**src/rtl/settings_host_bridge.sv**
```systemverilog
`timescale 1ns/1ps
// settings_host_bridge
// Byte-stream master for the settings memory. Decodes framed host commands
// (CMD, ADDR, then NB data bytes MSB first for writes) into read/write cycles
// on the settings port and returns a STATUS byte, followed by the read word
// (MSB first) for a successful read.
//
// Ports:
//   clk, rst               clock, asynchronous active-high reset
//   rx_data/valid/ready    command byte stream from the host
//   tx_data/valid/ready    response byte stream to the host
//   addr, wen, data_in     settings address, write strobe, write data
//   data_out               settings read data (READ_LATENCY cycles after addr)
//   busy                   high whenever the bridge is not idle
module settings_host_bridge #(
  parameter int MEMORY_WIDTH      = 32,
  parameter int ROM_MEMORY_LENGTH = 16,
  parameter int RAM_MEMORY_LENGTH = 16,
  parameter int READ_LATENCY      = 1,
  localparam int TOTAL      = ROM_MEMORY_LENGTH + RAM_MEMORY_LENGTH,
  localparam int ADDR_WIDTH = $clog2(TOTAL)
) (
  input  logic                    clk,
  input  logic                    rst,
  input  logic [7:0]              rx_data,
  input  logic                    rx_valid,
  output logic                    rx_ready,
  output logic [7:0]              tx_data,
  output logic                    tx_valid,
  input  logic                    tx_ready,
  output logic [ADDR_WIDTH-1:0]   addr,
  output logic                    wen,
  output logic [MEMORY_WIDTH-1:0] data_in,
  input  logic [MEMORY_WIDTH-1:0] data_out,
  output logic                    busy
);

  localparam int NB = MEMORY_WIDTH / 8;

  localparam logic [7:0] CMD_RD      = 8'h01;
  localparam logic [7:0] CMD_WR      = 8'h02;
  localparam logic [7:0] ST_OK       = 8'hA0;
  localparam logic [7:0] ST_BAD_CMD  = 8'hE1;
  localparam logic [7:0] ST_BAD_ADDR = 8'hE2;
  localparam logic [7:0] ST_ROM      = 8'hE3;

  localparam logic [7:0] LAST_BYTE = 8'(NB - 1);
  localparam logic [7:0] LAT_LAST  = (READ_LATENCY > 0) ? 8'(READ_LATENCY - 1) : 8'd0;

  typedef enum logic [2:0] {
    IDLE,
    GET_ADDR,
    GET_DATA,
    EXEC,
    WAIT_RD,
    SEND_STATUS,
    SEND_DATA
  } state_t;

  state_t                  state;
  logic [7:0]              addr_byte;
  logic                    is_write;
  logic                    rd_ok;
  logic [7:0]              cnt;
  logic [MEMORY_WIDTH-1:0] shreg;
  logic [MEMORY_WIDTH-1:0] shreg_next;
  logic [7:0]              exec_status;
  logic                    rx_xfer;

  // Range check takes priority over the ROM-write check.
  function automatic logic [7:0] addr_status(input logic [7:0] a, input logic wr);
    if ({1'b0, a} >= 9'(TOTAL))
      return ST_BAD_ADDR;
    else if (wr && ({1'b0, a} < 9'(ROM_MEMORY_LENGTH)))
      return ST_ROM;
    else
      return ST_OK;
  endfunction

  assign rx_xfer     = rx_valid && rx_ready;
  assign shreg_next  = (shreg << 8) | MEMORY_WIDTH'(rx_data);
  assign exec_status = addr_status(addr_byte, is_write);
  assign busy        = (state != IDLE);

  always_ff @(posedge clk or posedge rst) begin
    if (rst) begin
      state     <= IDLE;
      rx_ready  <= 1'b0;
      tx_valid  <= 1'b0;
      tx_data   <= '0;
      addr      <= '0;
      data_in   <= '0;
      wen       <= 1'b0;
      cnt       <= '0;
      shreg     <= '0;
      addr_byte <= '0;
      is_write  <= 1'b0;
      rd_ok     <= 1'b0;
    end else begin
      wen <= 1'b0;
      case (state)
        IDLE: begin
          rx_ready <= 1'b1;
          rd_ok    <= 1'b0;
          if (rx_xfer) begin
            if (rx_data == CMD_RD || rx_data == CMD_WR) begin
              is_write <= (rx_data == CMD_WR);
              state    <= GET_ADDR;
            end else begin
              rx_ready <= 1'b0;
              tx_data  <= ST_BAD_CMD;
              tx_valid <= 1'b1;
              state    <= SEND_STATUS;
            end
          end
        end

        GET_ADDR: begin
          if (rx_xfer) begin
            addr_byte <= rx_data;
            cnt       <= '0;
            if (is_write) begin
              state <= GET_DATA;
            end else begin
              rx_ready <= 1'b0;
              state    <= EXEC;
              // addr must already be valid during EXEC for the read
              if (addr_status(rx_data, 1'b0) == ST_OK)
                addr <= rx_data[ADDR_WIDTH-1:0];
            end
          end
        end

        GET_DATA: begin
          if (rx_xfer) begin
            shreg <= shreg_next;
            if (cnt == LAST_BYTE) begin
              rx_ready <= 1'b0;
              state    <= EXEC;
              // wen/addr/data_in are registered here so they are stable in EXEC
              if (addr_status(addr_byte, 1'b1) == ST_OK) begin
                wen     <= 1'b1;
                addr    <= addr_byte[ADDR_WIDTH-1:0];
                data_in <= shreg_next;
              end
            end else begin
              cnt <= cnt + 8'd1;
            end
          end
        end

        EXEC: begin
          if (exec_status != ST_OK || is_write) begin
            tx_data  <= exec_status;
            tx_valid <= 1'b1;
            state    <= SEND_STATUS;
          end else if (READ_LATENCY == 0) begin
            shreg    <= data_out;
            rd_ok    <= 1'b1;
            tx_data  <= ST_OK;
            tx_valid <= 1'b1;
            state    <= SEND_STATUS;
          end else begin
            cnt   <= '0;
            state <= WAIT_RD;
          end
        end

        WAIT_RD: begin
          if (cnt == LAT_LAST) begin
            shreg    <= data_out;
            rd_ok    <= 1'b1;
            tx_data  <= ST_OK;
            tx_valid <= 1'b1;
            state    <= SEND_STATUS;
          end else begin
            cnt <= cnt + 8'd1;
          end
        end

        SEND_STATUS: begin
          if (tx_ready) begin
            if (rd_ok) begin
              tx_data <= shreg[MEMORY_WIDTH-1 -: 8];
              shreg   <= shreg << 8;
              cnt     <= '0;
              state   <= SEND_DATA;
            end else begin
              tx_valid <= 1'b0;
              rx_ready <= 1'b1;
              state    <= IDLE;
            end
          end
        end

        SEND_DATA: begin
          if (tx_ready) begin
            if (cnt == LAST_BYTE) begin
              tx_valid <= 1'b0;
              rx_ready <= 1'b1;
              rd_ok    <= 1'b0;
              state    <= IDLE;
            end else begin
              tx_data <= shreg[MEMORY_WIDTH-1 -: 8];
              shreg   <= shreg << 8;
              cnt     <= cnt + 8'd1;
            end
          end
        end

        default: state <= IDLE;
      endcase
    end
  end

endmodule

```
**config.mk**
```make
export PLATFORM = sky130hd
export DESIGN_NAME = settings_host_bridge
export DESIGN_NICKNAME = d
export VERILOG_FILES = /design/src/rtl/settings_host_bridge.sv
export SDC_FILE = /design/constraint.sdc
export NUM_CORES = 1
export LEC_CHECK = 0
export ABC_AREA = 0
export ABC_CLOCK_PERIOD_IN_PS = 3200
export BUFFER_PORTS_ARGS = -buffer_cell sky130_fd_sc_hd__buf_2
export CORE_UTILIZATION = 33
export DETAILED_ROUTE_END_ITERATION = 12
export REMOVE_ABC_BUFFERS = 1
export SETUP_SLACK_MARGIN = 0.1
export SLEW_MARGIN = 20
export SYNTH_ARGS = -nofsm -noshare
export SYNTH_HDL_FRONTEND = slang
export SYNTH_SLANG_ARGS = --single-unit
```
**constraint.sdc**
```tcl
create_clock -name clk -period 3.2 [get_ports clk]
set_input_delay 0.48 -clock clk [delete_from_list [all_inputs] [get_ports clk]]
set_output_delay 0.48 -clock clk [all_outputs]
set_load 0.02 [all_outputs]
```
# Word level (Yosys, flattened, before mapping)
# Index checks and enable logic that the tools add are counted.
# totals
out_inout_bits,49
elab_cells,151
register_bits,101
input_bits,44
# classes
n_reduce_logical,24
muxes,80
n_lt_le_gt_ge,3
n_eq_ne,30
n_bitwise,1
add_sub_neg,1
# op_table
cell,count
32-bit two-way mux,6
8-bit two-way mux,23
32-bit case mux with 4 select lines,1
8-bit case mux with 6 select lines,1
8-bit case mux with 5 select lines,1
"2-bit != test, second input constant",18
32-bit by 8-bit OR with 32-bit output,1
3-bit two-way mux,10
5-bit two-way mux,6
7-bit two-way mux,4
9-bit AND reduction,3
1-bit two-way mux,23
3-bit case mux with 7 select lines,1
"8-bit by 2-bit == test with 1-bit output, second input constant",2
"8-bit == test, second input constant",2
"8-bit by 6-bit >= comparator with 1-bit output, second input constant",2
8-bit AND reduction,2
7-bit AND reduction,2
1-bit case mux with 5 select lines,2
5-bit case mux with 2 select lines,1
5-bit nonzero test,2
"3-bit == test, second input constant",3
"8-bit by 1-bit adder with 8-bit output, second input constant",1
"8-bit by 1-bit == test with 1-bit output, second input constant",1
other kinds (16),21

# Logic depth before layout (Yosys ltp)
# logic_depth
ltp_word,11
mapped_depth,7
depth_no_buf,6

# Worst setup path after synthesis
# OpenSTA, ideal clock, no wires.
# synth_path
path_type,reg-to-reg
startpoint,register cnt[5]
endpoint,register shreg[10]
required_ns,3.075
setup_ns,0.125
arrival_ns,1.853
stages_incl_launch_ff,6
period_less_slack_ns,1.978
slack_ns,1.222
n_path_buf,1
cell_sequence,dfrtp_1 -> nor4_4 -> a31oi_4 -> a211oi_4 -> buf_6 -> mux2_4
# synth_via
elab_chain_cells,3
word_cells_on_any_way,5
classes_between,eq/ne: 3; reduce/logical: 2
# synth_lines
item,line_no,source
"start, declared",64,logic [7:0] cnt;
"start signal, assigned",147,cnt <= cnt + 8'd1;
"start signal, assigned",177,cnt <= cnt + 8'd1;
"start signal, assigned",206,cnt <= cnt + 8'd1;
8-bit by 2-bit == test with 1-bit output / 8-bit logical NOT (equally long branches),"198, 170",
2-bit != test (no line),-,
7-bit AND reduction (no line) *,-,
"end signal, assigned",171,shreg <= data_out;
"end signal, assigned",185,shreg <= shreg << 8;
"end signal, assigned",205,shreg <= shreg << 8;
"end, declared",65,logic [MEMORY_WIDTH-1:0] shreg;
# Every way passes the cells marked *; elsewhere a longest branch is shown, timed or not.
# A chain may end at the register's enable or synchronous reset.

# Worst setup path in the final report
# layout_path
startpoint,register state[0]
endpoint,register shreg[17]
# layout_via
elab_chain_cells,3
word_cells_on_any_way,13
classes_between,eq/ne: 10; mux: 1; reduce/logical: 2
# layout_lines
item,line_no,source
"start, declared",60,state_t state;
"start signal, assigned",87,state <= IDLE;
"start signal, assigned",108,state <= GET_ADDR;
"start signal, assigned",113,state <= SEND_STATUS;
3-bit == test / 3-bit by 2-bit == test with 1-bit output (equally long branches),101,case (state)
4-bit nonzero test (no line) / 2-bit != test (equally long branches),-,
7-bit AND reduction (no line),-,
"end signal, assigned",136,shreg <= shreg_next;
"end signal, assigned",158,shreg <= data_out;
"end signal, assigned",171,
# Several ways; a longest one is shown, not always the timed one.

==> results.md <==
- H-tree lvl count: 3
- Slew Limit Fails: 0
- Skew final: 0.0104 ns
- Fmax: 386 MHz
- Residual DRC: 0
- Initial DRC count: approximately 190
- Buf+Inv Stages, Crit Path: 1
- Largest net degree at the start of global routing: 71
- Fin crit share: 81.0%
- Final core occ: roughly two fifths
- Critical Path RT: 3.44 ns
- WP data arrival: ~2.8 ns
- Place WS: 0.665 ns
- First-pass DRT Iterations: 4
- Rows: between 40 and 50
- CTS tree: yes
- Combinational Power Share: about 47%
- Net Sw Frac: roughly 37%
- Post-synth EDFFs: 0
- Global-route wire length before repair: 19,500 um
- Leak Pwr: about 3.0 nW
- Worst Slack Setup Final: 0.607 ns
- Antenna violations before repair: 0
- Port bufs: a little over 90
- Reg-to-reg slack, setup: slightly above 0.6 ns
- Outcome: finished clean
- Ys async rst share: 100%
- HP Class: input pin to asynchronous set/reset pin
- Via count of the first global-routing pass: between 3,000 and 4,000
- FF-to-FF End: shreg[17]
- WS Path Type: register to register
- Measured slew at the worst slew-check pin: ~1.1 ns
- IO Pins: between 90 and 100
- Final instance area: 6160 um^2
- Reg power frac: between 30% and 40%
- Clock slew at reported path FFs: ~0.070 ns
- Max-cap violations: 0
- Cell count after synthesis: 397
- RSZ-0062 raised after global routing: no
- Critical Path Max Stage Delay: 0.69 ns
- PD cells: 981 nW/um^2
- Share of cells above drive strength 1: 49.8%
- Skew-Pair Late Insertion Delay: 0.36 ns
- Clock share of power: 20.1%
- Synth Cell Area: 5170 um^2
- Fillers: 1,454
- Reg area: 2530 um^2
- Maximum vdd drop: 0.367 mV
- Clock root buffer master: clkbuf_16
- Routability congestion estimate: a little under 0.9
- Worst flop-to-flop path startpoint: state[0]
- Wire length per cell: ~17 um
- DRT antenna net count: 0
- CP Max Fanout: 28
- Worst slew margin: 26.0%
- Delay-heaviest family, CP: simple AND/OR/NAND/NOR gates
- Bufs on Longest Clock Path: 2
- Int Pwr: 3.83 mW
- Sw Pwr: 2.21 mW
- Post-CTS Resized: 0
- Die area: 16,200 um^2
- Fin. Hold Viols: 0
- Syn avg cell area: 13.0 um^2
- Critical path cell sequence: nor2b_1 -> nand2_1 -> a211oi_4 -> buf_4 -> mux2_4
- Antenna fix cells: 0
- Cell Count, Final, Fillers Out: just over 700
- Final setup viols: 0
- Die Width: 127 um
- Total gr overflow: 0
- CTS Buf Count: 9
- # hold bufs at CTS: 0
- Crit start category: register
- HPWL after DPL: about 8700 um
- Post-layout nets: 535
- Yosys reg bits: 101
- Area Overhead vs Synth: 19.1%
- Slowest cell on crit path: dfrtp_1
- DIE HEIGHT: 127 um
- Placed Instances: 689
- Post-synth top flop: dfrtp_1
- Netlist cell types: 66
- Drt total wl: 12,100 um
- Core Box Area: 15,300 um^2
- Sink Count: between 100 and 150
- Multi-input gate area: 2460 um^2
- Total number of vias: approximately 3,500
- R2R depth: 5
- Sequential area share after synthesis: 48.9%
- Via density per instance: about 5
- Min cycle time layout: 2.59 ns
- Initial Utilization: between 30% and 40%
- Synth warn: 0
- Critical Path End Type: register
- Area after DPL: 5830 um^2
- GRT Util Overall: 15.8%
- Post-CTS setup repair buffer count: 0
- Fin Setup TNS: 0 ns
metal layers:
metal | vias to the layer above | routed length, um | track usage [%] | share of wire (%)
met5 | - | 0 | 0 | 0
met4 | 0 | 189 | 5.25 | 1.6
met3 | 11 | 546 | 4.77 | 4.5
met2 | 84 | 5750 | 24.2 | 48
met1 | 1780 | 5620 | 21.3 | 46
li1 | 1643 | - | - | -
final cells by class:
type | instances | share of cell area [%]
flip-flops and latches | 101 | 41.0
multi-input cells | 266 | 39.9
repair buffers | 100 | 8.65
well taps | 211 | 4.28
clock buffers | 10 | 3.88
clock inverters | 6 | 1.52
inverters | 11 | 0.711
placed cells by master, fill, tap and decap left out, drive strengths merged, types with 2 or more instances in the layout:
cell,count
a211oi,3
mux2i,10
nand2b,4
clkbuf,10
ha,2
a21boi,2
o21ai,8
a31oi,14
inv,13
clkinv,2
maj3,3
o22ai,3
and3b,2
dfrtp,101
or2b,2
buf,100
or3,4
nor2,15
nor2b,4
mux2,108
a22o,8
nor3,10
and3,7
nand3,4
a21oi,10
bufinv,2
nand2,18
nand3b,2
cell usage after synthesis, types with 5 or more instances:
cell	instances	share of area, %
dfrtp_1	101	49
mux2_2	77	17
mux2_4	29	8.4
nand2_1	17	1.2
nor2_1	15	1.1
a31oi_1	13	1.6
inv_1	11	0.80
a21oi_1	10	0.97
mux2i_1	10	1.9
a22o_1	8	1.4
nor3_1	7	0.68
o21ai_0	7	0.68
buf_2	5	0.48
flip-flops by register name, summed over array words and instances, names as in the netlist:
signal     flops
is_write       1
rx_ready       1
addr           5
rd_ok          1
tx_valid       1
wen            1
data_in       32
tx_data        8
shreg         32
cnt            8
state          3
addr_byte      8
metrics by stage:
step | power, mW | hold slack [ns]
2_1_floorplan | 4.16 | 0.451
3_5_place_dp | 4.86 | 0.480
5_1_grt | 6.42 | 0.163
4_1_cts | 6.10 | 0.143
6_report | 6.05 | 0.130
3_3_place_gp | 4.79 | 0.472
kinds of logic after synthesis:
logic type / synth area share [%]
xor+xnor: 0.169
buf+inv: 3.56
fa+ha+maj: 1.06
simple gates: 9.10
flops: 48.9
mux: 27.6
compound gates: 9.70
power groups by stage:
stage	Sequential [mW]	Combinational [mW]	Clock, mW
6_report	2.01	2.82	1.21
5_1_grt	2.07	3.06	1.30
4_1_cts	2.01	2.84	1.25
3_5_place_dp	2.03	2.83	0
3_3_place_gp	2.01	2.78	0
2_1_floorplan	2.04	2.12	0
worst register-to-register path, delay by kind of cell (launching register included):
family,cells,cell delay (ns)
compound gates,1,0.28
buf+inv,1,0.39
flops,1,0.69
mux,1,0.35
simple gates,2,0.78
how the worst max path moves through the flow:
stage          startpoint   endpoint  slack, ns  cells past startpoint
3_3_place_gp     state[0]   shreg[3]       0.79                      5
2_1_floorplan    state[0]  shreg[30]      -0.24                      4
3_5_place_dp     state[0]  shreg[19]       0.67                      5
6_report         state[0]  shreg[17]       0.61                      5
4_1_cts          state[0]  shreg[17]       0.65                      5
5_1_grt          state[0]  shreg[17]       0.50                      5
(Power assumes the default switching activity.)
